===== src/rtl/hex_display_ctrl.sv =====
// hex_display_ctrl: drives eight active-low 7-segment displays from a CPU-written value,
// rendered either as raw hex nibbles or as blanked decimal via a sequential double-dabble.
module hex_display_ctrl #(
    parameter int CONV_BITS  = 32,
    parameter int NUM_DIGITS = 8
) (
    input  logic                 clk,
    input  logic                 rst,
    input  logic                 wr_en,
    input  logic [CONV_BITS-1:0] wr_data,
    input  logic                 wr_dec,
    output logic                 busy,
    output logic                 pend,
    output logic [6:0]           HEX0,
    output logic [6:0]           HEX1,
    output logic [6:0]           HEX2,
    output logic [6:0]           HEX3,
    output logic [6:0]           HEX4,
    output logic [6:0]           HEX5,
    output logic [6:0]           HEX6,
    output logic [6:0]           HEX7
);
    localparam int BW = 4 * NUM_DIGITS;
    localparam int CW = $clog2(CONV_BITS);
    localparam logic [6:0] DASH  = 7'b0111111;
    localparam logic [6:0] BLANK = 7'b1111111;

    function automatic logic [63:0] pow10(input int n);
        logic [63:0] r;
        r = 64'd1;
        for (int i = 0; i < n; i++) r = r * 64'd10;
        return r;
    endfunction

    localparam logic [63:0] LIMIT = pow10(NUM_DIGITS);

    function automatic logic [6:0] seg7(input logic [3:0] n);
        case (n)
            4'h0: seg7 = 7'b1000000;
            4'h1: seg7 = 7'b1111001;
            4'h2: seg7 = 7'b0100100;
            4'h3: seg7 = 7'b0110000;
            4'h4: seg7 = 7'b0011001;
            4'h5: seg7 = 7'b0010010;
            4'h6: seg7 = 7'b0000010;
            4'h7: seg7 = 7'b1111000;
            4'h8: seg7 = 7'b0000000;
            4'h9: seg7 = 7'b0010000;
            4'hA: seg7 = 7'b0001000;
            4'hB: seg7 = 7'b0000011;
            4'hC: seg7 = 7'b1000110;
            4'hD: seg7 = 7'b0100001;
            4'hE: seg7 = 7'b0000110;
            default: seg7 = 7'b0001110;
        endcase
    endfunction

    typedef enum logic [1:0] {IDLE, SHIFT, UPDATE} state_t;

    state_t                       state_q, state_d;
    logic [CONV_BITS-1:0]         bin_q, bin_d, pdata_q, pdata_d;
    logic [BW-1:0]                bcd_q, bcd_d;
    logic [CW-1:0]                cnt_q, cnt_d;
    logic                         dec_q, dec_d, ovf_q, ovf_d;
    logic                         pend_q, pend_d, pdec_q, pdec_d;
    logic [NUM_DIGITS-1:0][6:0]   seg_q, seg_d;
    logic                         start, s_dec, nz;
    logic [CONV_BITS-1:0]         s_data;
    logic [BW-1:0]                adj;
    logic [NUM_DIGITS-1:0][6:0]   dec_seg, hex_seg;

    always_comb begin
        state_d = state_q;
        bin_d   = bin_q;
        bcd_d   = bcd_q;
        cnt_d   = cnt_q;
        dec_d   = dec_q;
        ovf_d   = ovf_q;
        pend_d  = pend_q;
        pdata_d = pdata_q;
        pdec_d  = pdec_q;
        seg_d   = seg_q;
        start   = state_q == IDLE && (wr_en || pend_q);
        s_data  = wr_en ? wr_data : pdata_q;
        s_dec   = wr_en ? wr_dec : pdec_q;
        // A live write always wins over the held one; the held entry is consumed by any start.
        if (wr_en && state_q != IDLE) begin
            pend_d  = 1'b1;
            pdata_d = wr_data;
            pdec_d  = wr_dec;
        end else if (start) begin
            pend_d = 1'b0;
        end
        for (int i = 0; i < NUM_DIGITS; i++)
            adj[4*i+:4] = bcd_q[4*i+:4] >= 4'd5 ? bcd_q[4*i+:4] + 4'd3 : bcd_q[4*i+:4];
        nz = 1'b0;
        for (int i = NUM_DIGITS - 1; i >= 0; i--) begin
            nz         = nz | (bcd_q[4*i+:4] != 4'd0);
            dec_seg[i] = ovf_q ? DASH : (nz || i == 0) ? seg7(bcd_q[4*i+:4]) : BLANK;
            hex_seg[i] = seg7(bin_q[4*i+:4]);
        end
        case (state_q)
            IDLE: if (start) begin
                bin_d   = s_data;
                bcd_d   = '0;
                cnt_d   = '0;
                dec_d   = s_dec;
                ovf_d   = 64'(s_data) >= LIMIT;
                state_d = s_dec ? SHIFT : UPDATE;
            end
            SHIFT: begin
                bcd_d = {adj[BW-2:0], bin_q[CONV_BITS-1]};
                bin_d = bin_q << 1;
                cnt_d = cnt_q + CW'(1);
                if (cnt_q == CW'(CONV_BITS - 1)) state_d = UPDATE;
            end
            UPDATE: begin
                seg_d   = dec_q ? dec_seg : hex_seg;
                state_d = IDLE;
            end
            default: state_d = IDLE;
        endcase
    end

    always_ff @(posedge clk or posedge rst) begin
        if (rst) begin
            state_q <= IDLE;
            bin_q   <= '0;
            bcd_q   <= '0;
            cnt_q   <= '0;
            dec_q   <= 1'b0;
            ovf_q   <= 1'b0;
            pend_q  <= 1'b0;
            pdata_q <= '0;
            pdec_q  <= 1'b0;
            seg_q   <= '1;
        end else begin
            state_q <= state_d;
            bin_q   <= bin_d;
            bcd_q   <= bcd_d;
            cnt_q   <= cnt_d;
            dec_q   <= dec_d;
            ovf_q   <= ovf_d;
            pend_q  <= pend_d;
            pdata_q <= pdata_d;
            pdec_q  <= pdec_d;
            seg_q   <= seg_d;
        end
    end

    assign busy = state_q != IDLE && dec_q;
    assign pend = pend_q;
    assign {HEX7, HEX6, HEX5, HEX4, HEX3, HEX2, HEX1, HEX0} = seg_q;
endmodule

===== config.mk =====
export PLATFORM = sky130hd
export DESIGN_NAME = hex_display_ctrl
export DESIGN_NICKNAME = d
export VERILOG_FILES = /design/src/rtl/hex_display_ctrl.sv
export SDC_FILE = /design/constraint.sdc
export NUM_CORES = 1
export LEC_CHECK = 0
export CAP_MARGIN = 40
export CELL_PAD_IN_SITES_DETAIL_PLACEMENT = 1
export CELL_PAD_IN_SITES_GLOBAL_PLACEMENT = 2
export CORE_MARGIN = 10
export CORE_UTILIZATION = 40
export CTS_BUF_LIST = sky130_fd_sc_hd__clkbuf_16
export CTS_CLUSTER_SIZE = 30
export DETAILED_ROUTE_END_ITERATION = 10
export GPL_TIMING_DRIVEN = 0
export PLACE_DENSITY = 0.84
export SLEW_MARGIN = 0
export SYNTH_ARGS = -nofsm -noshare
export SYNTH_HDL_FRONTEND = slang
export SYNTH_SLANG_ARGS = --single-unit

===== constraint.sdc =====
create_clock -name clk -period 10.95 [get_ports clk]
set_input_delay 3.285 -clock clk [delete_from_list [all_inputs] [get_ports clk]]
set_output_delay 3.285 -clock clk [all_outputs]
set_load 0.01 [all_outputs]

==> results of run 1 <==
cell type report:
type                            instances  area (um^2)
Fill cell                            3297        14900
Multi-Input combinational cell        962         6820
Clock buffer                           17          425
Tap cell                              384          480
Clock inverter                         15          108
Inverter                               52          203
Sequential cell                       163         4150
Buffer                                101          399
Timing Repair Buffer                  105         1090
cells in the mapped netlist, drive strengths merged (4+ instances only):
library cell    n  area, um^2
nand2         134         503
o21ai         114         571
dfrtp         107        2680
ha             98        1230
clkbuf         82         308
a21oi          75         375
nor2           75         284
dfstp          56        1470
mux2           53         597
inv            52         195
mux2i          45         450
nor3           33         188
nor2b          32         200
o22ai          32         200
a211oi         31         233
nand2b         24         150
nand3          22         110
o31ai          22         179
buf            19        91.3
o211ai         14         105
o221ai         12         105
a22o           11        96.3
a221o          10         100
a32o            8        80.1
mux4            8         180
o32ai           8        70.1
xnor2           8        70.1
a22oi           7        52.6
a311oi          7        61.3
nand4           7        58.8
a221oi          6        52.6
a31oi           6        37.5
o21a            6        45.0
or3b            6        52.6
a21o            4        30.0
nand3b          4        30.0
nor4            4        25.0
or2             4        25.0
power by group through the flow:
stage | combinational [W] | clock (W) | sequential, W
3_5_place_dp | 0.00199 | 0 | 0.00112
3_3_place_gp | 0.00191 | 0 | 0.00111
2_1_floorplan | 0.00114 | 0 | 0.00112
5_1_grt | 0.00219 | 0.000602 | 0.00115
4_1_cts | 0.00200 | 0.000577 | 0.00111
6_report | 0.00201 | 0.000571 | 0.00111
per-stage QoR:
| step | area [um^2] | power (W) | setup slack (ns) | util |
|---|---|---|---|---|
| after CTS | 13700 | 0.00369 | 5.49 | 0.478 |
| after detailed placement | 13100 | 0.00311 | 5.05 | 0.459 |
| after floorplan | 11600 | 0.00226 | 3.35 | - |
| final | 13700 | 0.00369 | 5.50 | 0.478 |
| after global placement | 13000 | 0.00302 | 0.674 | 0.453 |
| after global routing | 13700 | 0.00394 | 5.41 | 0.478 |
how the worst min path moves through the flow:
| stage | from | slack, ns | endpoint |
|---|---|---|---|
| floorplan | pdata_q[1]$_DFFE_PP0P_ | 0.47 | pdata_q[1]$_DFFE_PP0P_ |
| global placement | HEX6[1]$_DFFE_PP1N_ | 0.46 | HEX6[1]$_DFFE_PP1N_ |
| detailed placement | HEX3[2]$_DFFE_PP1N_ | 0.47 | HEX3[2]$_DFFE_PP1N_ |
| CTS | HEX3[2]$_DFFE_PP1N_ | 0.47 | HEX3[2]$_DFFE_PP1N_ |
| global route | HEX3[5]$_DFFE_PP1N_ | 0.48 | HEX3[5]$_DFFE_PP1N_ |
| finish | HEX3[2]$_DFFE_PP1N_ | 0.47 | HEX3[2]$_DFFE_PP1N_ |
cells by family (layout without fill, tap and decap cells):
group                    count (synthesis)  in the layout  share of synthesized area
AO/OA/AOI/OAI                          389            389                      0.219
flip-flops                             163            163                      0.359
XOR/XNOR                                11             11                    0.00833
buffers and inverters                  153            290                     0.0514
adder cells (fa/ha/maj)                 98             98                      0.106
AND/OR/NAND/NOR                        358            358                      0.150
multiplexers                           106            106                      0.106
registers in the layout, summed over array words and instances, names as in the netlist:
signal / cells
ovf_q: 1
HEX7: 7
pdata_q: 32
state_q: 2
dec_q: 1
pdec_q: 1
bcd_q: 32
cnt_q: 5
bin_q: 32
pend: 1
HEX5: 7
HEX6: 7
HEX4: 7
HEX2: 7
HEX3: 7
HEX0: 7
HEX1: 7
metal layers:
layer,global-route usage,vias up
met3,0.0350,42
li1,-,4887
met1,0.321,5391
met5,0,-
met4,0.0525,0
met2,0.376,265
tightest hold or removal path, cell delays in order (launching register included):
cell	delay, ns
dfstp_2	0.37
nand2_1	0.05
o31ai_1	0.05
==> impl_metrics.yaml, run 1 <==
status:
  status: "finished clean"
grt:
  grt_pass1_wl_um: 65800
  antenna_found_initial: 1
  grt_util_all_layers: 0.233
  overflow: 0
  grt_max_degree: 92
  grt_pass1_vias: 10832
route:
  firstDrtPassIters: 4
  route.met2.wl_um: 19500
  wl_um: 42100
  drt_iter0_drc: 685
  wl_met3_um: 2100
  top_layer: "met4"
  avgRoutedWirePerCell_um: 23.4
  dr_total_vias: 10585
  drc: 0
  wl_met1_um: 19800
  postRouteAntennaNets: 0
  viasPerCell: 5.88
min_path:
  hp-class: "reg2reg"
  hold_depth: 2
critical_path:
  crit_type: "reg2out"
  cp_num_buf_inv: 5
  cp_slowest_stage_delay_ns: 0.57
  r2r-start: "bcd_q[16]$_DFFE_PP0P_"
  cpMaxStageDelayCell: "clkdlybuf4s50_1"
  path_depth: 6
  rrSetupSlack_ns: 8.06
  cp_common_cell: "clkbuf_1"
  r2r_cells: 7
  crit_path_max_fanout: 8
  endpoint_kind: "output port"
  critPathLaunchType: "flop"
  startpoint: "dec_q$_DFFE_PP0P_"
  critical_path.top_delay_family: "buffers and inverters"
  required_ns: 7.67
  timing.rr.end: "HEX2[1]$_DFFE_PP1N_"
  crit_arrival_ns: 2.17
  path_cells: "clkbuf_1 > inv_1 > clkbuf_1 > buf_8 > nor2_1 > clkdlybuf4s50_1"
  cp-endpoint: "busy"
yosys:
  ys_types: 65
  async_reset_ff_frac: 1.00
  netlist_instances: 1278
  synth_ff_type: "dfrtp_1"
  ys_seq_area_frac: 0.359
  post_synth.cell_area_avg_um2: 9.05
  synth_edf_count: 0
  synthesis.nets: 1412
  synth-seq-cells: 163
  syn-cell-area_um2: 11600
  synth_warnings: 0
final_layout:
  final_common_cell: "nand2_1"
  layout_common_cells: "nand2_1, o21ai_0, dfrtp_1"
  nets: 1536
  drive_gt1_frac: 0.132
  num_antenna_cells: 0
  area_growth_pct: 18.2
  finalNonFillerCells: 1799
cts:
  htreeDepth: 4
  cts_buffers: 17
  clk_pin_slew_ns: 0.07
  cts_resized: 0
  cts_tree: "done"
  cts_setup_buffers: 0
  clock-root-buffer: "clkbuf_16"
  postCtsHoldBufs: 0
  clkSinkCount: 163
  cts_buffer_depth: 2
  clk_latency_ns: 0.44
timing:
  worst_hold_slack_ns: 0.471
  finalCritPeriodShare: 0.498
  min_period_ns: 5.45
  rsz0062_at_grt: "false"
  worstMarginPinSlew_ns: 0.930
  max_freq_mhz: 183
  finalSetupTns_ns: 0
  skew_ns: 0.0121
  hold_violations: 0
  setup_viol_count_final: 0
  slew_headroom: 0.380
  final_max_slew_viol_count: 0
place:
  port_buffers: 93
  place.gp.congestion: 0.909
  dp_hpwl_um: 31400
  dp.cells: 1767
pwr:
  pwr-share-seq: 0.302
  p_int_w: 0.00201
  p_sw_w: 0.00168
  comb_power_share: 0.544
  power_frac_clock: 0.155
  power.density_nw_per_um2: 270
  peakVddDrop_uv: 120
  switching_share: 0.454
  leakage_nw: 5.54
floorplan:
  rows: 62
  die_w_um: 190
  fp.dieH_um: 190
  initial_core_util: 0.404
  dieArea_um2: 36100
  core_um2: 28600
  pin_count: 94
run:
  drv_cap: 0
(Power assumes the default switching activity.)
==> run 2, diff against run 1 <==
--- a/config.mk
+++ b/config.mk
@@ -9,12 +9,12 @@
 export CELL_PAD_IN_SITES_DETAIL_PLACEMENT = 1
 export CELL_PAD_IN_SITES_GLOBAL_PLACEMENT = 2
 export CORE_MARGIN = 10
-export CORE_UTILIZATION = 40
+export CORE_UTILIZATION = 34
 export CTS_BUF_LIST = sky130_fd_sc_hd__clkbuf_16
 export CTS_CLUSTER_SIZE = 30
 export DETAILED_ROUTE_END_ITERATION = 10
 export GPL_TIMING_DRIVEN = 0
-export PLACE_DENSITY = 0.84
+export PLACE_DENSITY = 0.76
 export SLEW_MARGIN = 0
 export SYNTH_ARGS = -nofsm -noshare
 export SYNTH_HDL_FRONTEND = slang
==> constraint.sdc (replaced) <==
create_clock -name clk -period 5 [get_ports clk]
set_input_delay 1.5 -clock clk [delete_from_list [all_inputs] [get_ports clk]]
set_output_delay 1.5 -clock clk [all_outputs]
set_load 0.01 [all_outputs]
==> impl_metrics.yaml, run 2 (same netlist as run 1, synthesis figures left out) <==
timing:
  setup_viol_count_final: 0
  slew_headroom: 0.373
  skew_ns: 0.0135
  finalCritPeriodShare: 0.745
  finalSetupTns_ns: 0
  min_period_ns: 3.73
  hold_violations: 0
  final_max_slew_viol_count: 0
  worstMarginPinSlew_ns: 0.941
  setup_ws_ns: 1.27
  max_freq_mhz: 268
  rsz0062_at_grt: "false"
pwr:
  peakVddDrop_uv: 355
  power.density_nw_per_um2: 598
  leakage_nw: 5.62
critical_path:
  crit_type: "in2reg"
  r2r-start: "bcd_q[16]$_DFFE_PP0P_"
  crit_arrival_ns: 4.00
  path_cells: "clkdlybuf4s50_1 > buf_2 > o21ai_0 > clkbuf_1 > clkbuf_1 > o221ai_1"
  cp-endpoint: "bin_q[14]$_DFFE_PP0P_"
  cp_slowest_stage_delay_ns: 0.68
  cpMaxStageDelayCell: "clkbuf_1"
  cp_common_cell: "clkbuf_1"
  required_ns: 5.28
  rrSetupSlack_ns: 2.07
  r2r_cells: 7
  endpoint_kind: "flop"
  timing.rr.end: "HEX3[3]$_DFFE_PP1N_"
  crit_path_max_fanout: 10
  startpoint: "wr_en"
  critPathLaunchType: "input port"
floorplan:
  die_w_um: 204
  rows: 67
  initial_core_util: 0.345
  dieArea_um2: 41800
  core_um2: 33500
  pin_count: 94
  fp.dieH_um: 204
final_layout:
  layout_common_cells: "nand2_1, o21ai_0, dfrtp_1"
  num_antenna_cells: 0
  top_regs: "bcd_q: 32 flops, bin_q: 32 flops, pdata_q: 32 flops"
  area_growth_pct: 20.2
  final_common_cell: "nand2_1"
  final_util: 0.415
  drive_gt1_frac: 0.132
  nets: 1542
  finalNonFillerCells: 1869
cts:
  clk_pin_slew_ns: 0.07
  postCtsHoldBufs: 0
  cts_setup_buffers: 0
  cts_buffer_depth: 2
  cts_buffers: 17
  htreeDepth: 4
  clock-root-buffer: "clkbuf_16"
  clk_latency_ns: 0.46
  clkSinkCount: 163
  cts_resized: 0
  cts_tree: "done"
place:
  place_ws_ns: 0.874
  place.gp.congestion: 0.870
  port_buffers: 93
  dp.cells: 1837
  dp_hpwl_um: 32700
route:
  drc: 0
  viasPerCell: 5.61
  drt_iter0_drc: 610
  postRouteAntennaNets: 0
  avgRoutedWirePerCell_um: 23.3
  wl_um: 43600
  firstDrtPassIters: 5
  dr_total_vias: 10484
status:
  status: "finished clean"
grt:
  grt_util_all_layers: 0.209
  grt_pass1_vias: 10716
  overflow: 0
  grt_pass1_wl_um: 67100
  grt_max_degree: 37
  antenna_found_initial: 2
min_path:
  hp-class: "reg2reg"
run:
  drv_cap: 0
[run 2: worst min path at each step]
stage | end | start | slack, ns | cells after the start
final | HEX5[5]$_DFFE_PP1N_ | HEX5[5]$_DFFE_PP1N_ | 0.47 | 2
after global routing | HEX6[2]$_DFFE_PP1N_ | HEX6[2]$_DFFE_PP1N_ | 0.49 | 2
after CTS | HEX5[5]$_DFFE_PP1N_ | HEX5[5]$_DFFE_PP1N_ | 0.48 | 2
after detailed placement | HEX6[2]$_DFFE_PP1N_ | HEX6[2]$_DFFE_PP1N_ | 0.47 | 2
after global placement | HEX1[2]$_DFFE_PP1N_ | HEX1[2]$_DFFE_PP1N_ | 0.47 | 2
after floorplan | pdata_q[1]$_DFFE_PP0P_ | pdata_q[1]$_DFFE_PP0P_ | 0.47 | 1
[run 2: metal layers]
layer,up-vias,track usage,wire length [um]
li1,4896,-,-
met1,5325,0.287,20700
met2,221,0.335,20100
met3,42,0.0277,1850
met4,0,0.0598,879
met5,-,0,0
[run 2: cell type report]
class,instances,area (um^2)
inverter,52,199
sequential,163,4150
fill,3908,19600
clock inverter,15,173
buffer,101,399
clock buffer,17,425
tap,448,561
multi-input combinational,962,6820
timing repair buffer,111,1180
[run 2: critical path: cells and delay by family]
kind	cells	cell delay, ns
buffers and inverters	4	1.98
AOI/OAI and AO/OA	2	0.51
[run 2: stage by stage]
step	power (W)	hold WS [ns]	instance area, um^2
floorplan	0.00495	0.471	11600
global placement	0.00670	0.465	13100
detailed placement	0.00692	0.471	13300
CTS	0.00835	0.478	13900
global route	0.00889	0.493	13900
finish	0.00831	0.474	13900
[run 2: power breakdown]
group,leakage (nW),internal (W),total [W],switching [W]
registers,1.95,0.00200,0.00244,0.000437
clock network,0.297,0.000822,0.00141,0.000588
logic,3.37,0.00180,0.00447,0.00267
total,5.62,0.00462,0.00831,0.00369
==> run 3, diff against run 2 <==
--- a/config.mk
+++ b/config.mk
@@ -9,12 +9,12 @@
 export CELL_PAD_IN_SITES_DETAIL_PLACEMENT = 1
 export CELL_PAD_IN_SITES_GLOBAL_PLACEMENT = 2
 export CORE_MARGIN = 10
-export CORE_UTILIZATION = 34
+export CORE_UTILIZATION = 37
 export CTS_BUF_LIST = sky130_fd_sc_hd__clkbuf_16
 export CTS_CLUSTER_SIZE = 30
 export DETAILED_ROUTE_END_ITERATION = 10
 export GPL_TIMING_DRIVEN = 0
-export PLACE_DENSITY = 0.76
+export PLACE_DENSITY = 0.79
 export SLEW_MARGIN = 0
 export SYNTH_ARGS = -nofsm -noshare
 export SYNTH_HDL_FRONTEND = slang
==> constraint.sdc (replaced) <==
create_clock -name clk -period 3.6 [get_ports clk]
set_input_delay 1.08 -clock clk [delete_from_list [all_inputs] [get_ports clk]]
set_output_delay 1.08 -clock clk [all_outputs]
set_load 0.01 [all_outputs]
==> impl_metrics.yaml, run 3 (same netlist as run 1, synthesis figures left out) <==
status:
  status: "finished clean"
pwr:
  leakage_nw: 5.62
  power.density_nw_per_um2: 825
  peakVddDrop_uv: 416
route:
  firstDrtPassIters: 5
  viasPerCell: 5.78
  postRouteAntennaNets: 0
  drc: 0
  avgRoutedWirePerCell_um: 23.7
  dr_total_vias: 10505
  drt_iter0_drc: 744
  wl_um: 43200
cts:
  cts_setup_buffers: 0
  cts_buffers: 17
  cts_buffer_depth: 2
  postCtsHoldBufs: 0
  cts_resized: 0
  clock-root-buffer: "clkbuf_16"
  htreeDepth: 4
  clkSinkCount: 163
  clk_latency_ns: 0.45
  cts_tree: "done"
  clk_pin_slew_ns: 0.06
place:
  place.gp.congestion: 0.901
  dp_hpwl_um: 32400
  dp.cells: 1786
  port_buffers: 93
final_layout:
  final_common_cell: "nand2_1"
  drive_gt1_frac: 0.134
  top_regs: "bcd_q: 32 flops, bin_q: 32 flops, pdata_q: 32 flops"
  nFillCells: 3636
  area_growth_pct: 19.6
  layout_common_cells: "nand2_1, o21ai_0, dfrtp_1"
  final_util: 0.450
  finalNonFillerCells: 1818
  nets: 1543
  num_antenna_cells: 0
timing:
  hold_violations: 0
  worst_hold_slack_ns: 0.473
  setup_viol_count_final: 0
  finalSetupTns_ns: 0
  slew_headroom: 0.378
  finalCritPeriodShare: 0.914
  min_period_ns: 3.29
  max_freq_mhz: 304
  rsz0062_at_grt: "false"
  worstMarginPinSlew_ns: 0.933
  skew_ns: 0.00992
  final_max_slew_viol_count: 0
floorplan:
  dieArea_um2: 38700
  pin_count: 94
  initial_core_util: 0.376
  rows: 64
  core_um2: 30700
  die_w_um: 197
  fp.dieH_um: 197
grt:
  grt_util_all_layers: 0.224
  grt_pass1_wl_um: 66800
  grt_max_degree: 38
  grt_pass1_vias: 10995
  overflow: 0
  antenna_found_initial: 0
critical_path:
  endpoint_kind: "flop"
  crit_path_max_fanout: 10
  critPathLaunchType: "input port"
  required_ns: 3.87
  crit_arrival_ns: 3.56
  crit_type: "in2reg"
min_path:
  hp-class: "reg2reg"
run:
  drv_cap: 0
## run 3: cell count changes in the layout (fill, tap and decap cells not counted), moves of 2 or more
cell | previous run | this run
buf_8 | 4 | 6
buf_2 | 10 | 13
buf_6 | 9 | 5
clkinv_1 | 5 | 3
## run 3: final cells by class
cell class / count / area, um^2 / area share
Clock buffer: 17 / 425 / 0.0308
Multi-Input combinational cell: 962 / 6820 / 0.493
Inverter: 52 / 199 / 0.0144
Clock inverter: 15 / 151 / 0.0109
Sequential cell: 163 / 4150 / 0.300
Timing Repair Buffer: 112 / 1190 / 0.0859
Tap cell: 396 / 495 / 0.0358
Buffer: 101 / 399 / 0.0289
## run 3: worst max-delay path: stages
cell and delay [ns]:
clkdlybuf4s50_1 0.46, buf_2 0.21, o21ai_0 0.25, clkbuf_1 0.60, clkbuf_1 0.67, o221ai_1 0.28
## run 3: path summary, 6_finish.rpt
| path | startpoint | end | slack [ns] | depth (start not counted) |
|---|---|---|---|---|
| min in group asynchronous | rst | pdata_q[23]$_DFFE_PP0P_ | 0.91 | 2 |
| setup reg to reg | bcd_q[28]$_DFFE_PP0P_ | HEX2[2]$_DFFE_PP1N_ | 0.80 | 7 |
| max in group asynchronous | rst | HEX2[3]$_DFFE_PP1N_ | 1.71 | 5 |
| hold / removal | HEX6[5]$_DFFE_PP1N_ | HEX6[5]$_DFFE_PP1N_ | 0.47 | 2 |
| setup / recovery | wr_en | bin_q[20]$_DFFE_PP0P_ | 0.31 | 6 |
| hold reg to reg | HEX6[5]$_DFFE_PP1N_ | HEX6[5]$_DFFE_PP1N_ | 0.47 | 2 |
## run 3: power by group
| group | total, W | switching (W) | internal (W) |
|---|---|---|---|
| combinational | 0.00616 | 0.00366 | 0.00249 |
| clock | 0.00187 | 0.000797 | 0.00107 |
| sequential | 0.00339 | 0.000611 | 0.00278 |
| total | 0.0114 | 0.00507 | 0.00634 |
## run 3: through the flow
step | setup slack (ns) | area [um^2] | total power [W]
after detailed placement | -0.0695 | 13300 | 0.00958
after global routing | 0.195 | 13800 | 0.0122
final | 0.309 | 13800 | 0.0114
after global placement | -1.15 | 13000 | 0.00927
after CTS | 0.361 | 13800 | 0.0115
after floorplan | 0.495 | 11600 | 0.00688
## run 3: layer usage
| layer | up-vias | global-route usage | share of wire |
|---|---|---|---|
| met1 | 5286 | 0.304 | 0.46 |
| met5 | - | 0 | 0 |
| met4 | 0 | 0.0778 | 0.029 |
| met2 | 264 | 0.353 | 0.45 |
| li1 | 4901 | - | - |
| met3 | 54 | 0.0366 | 0.053 |
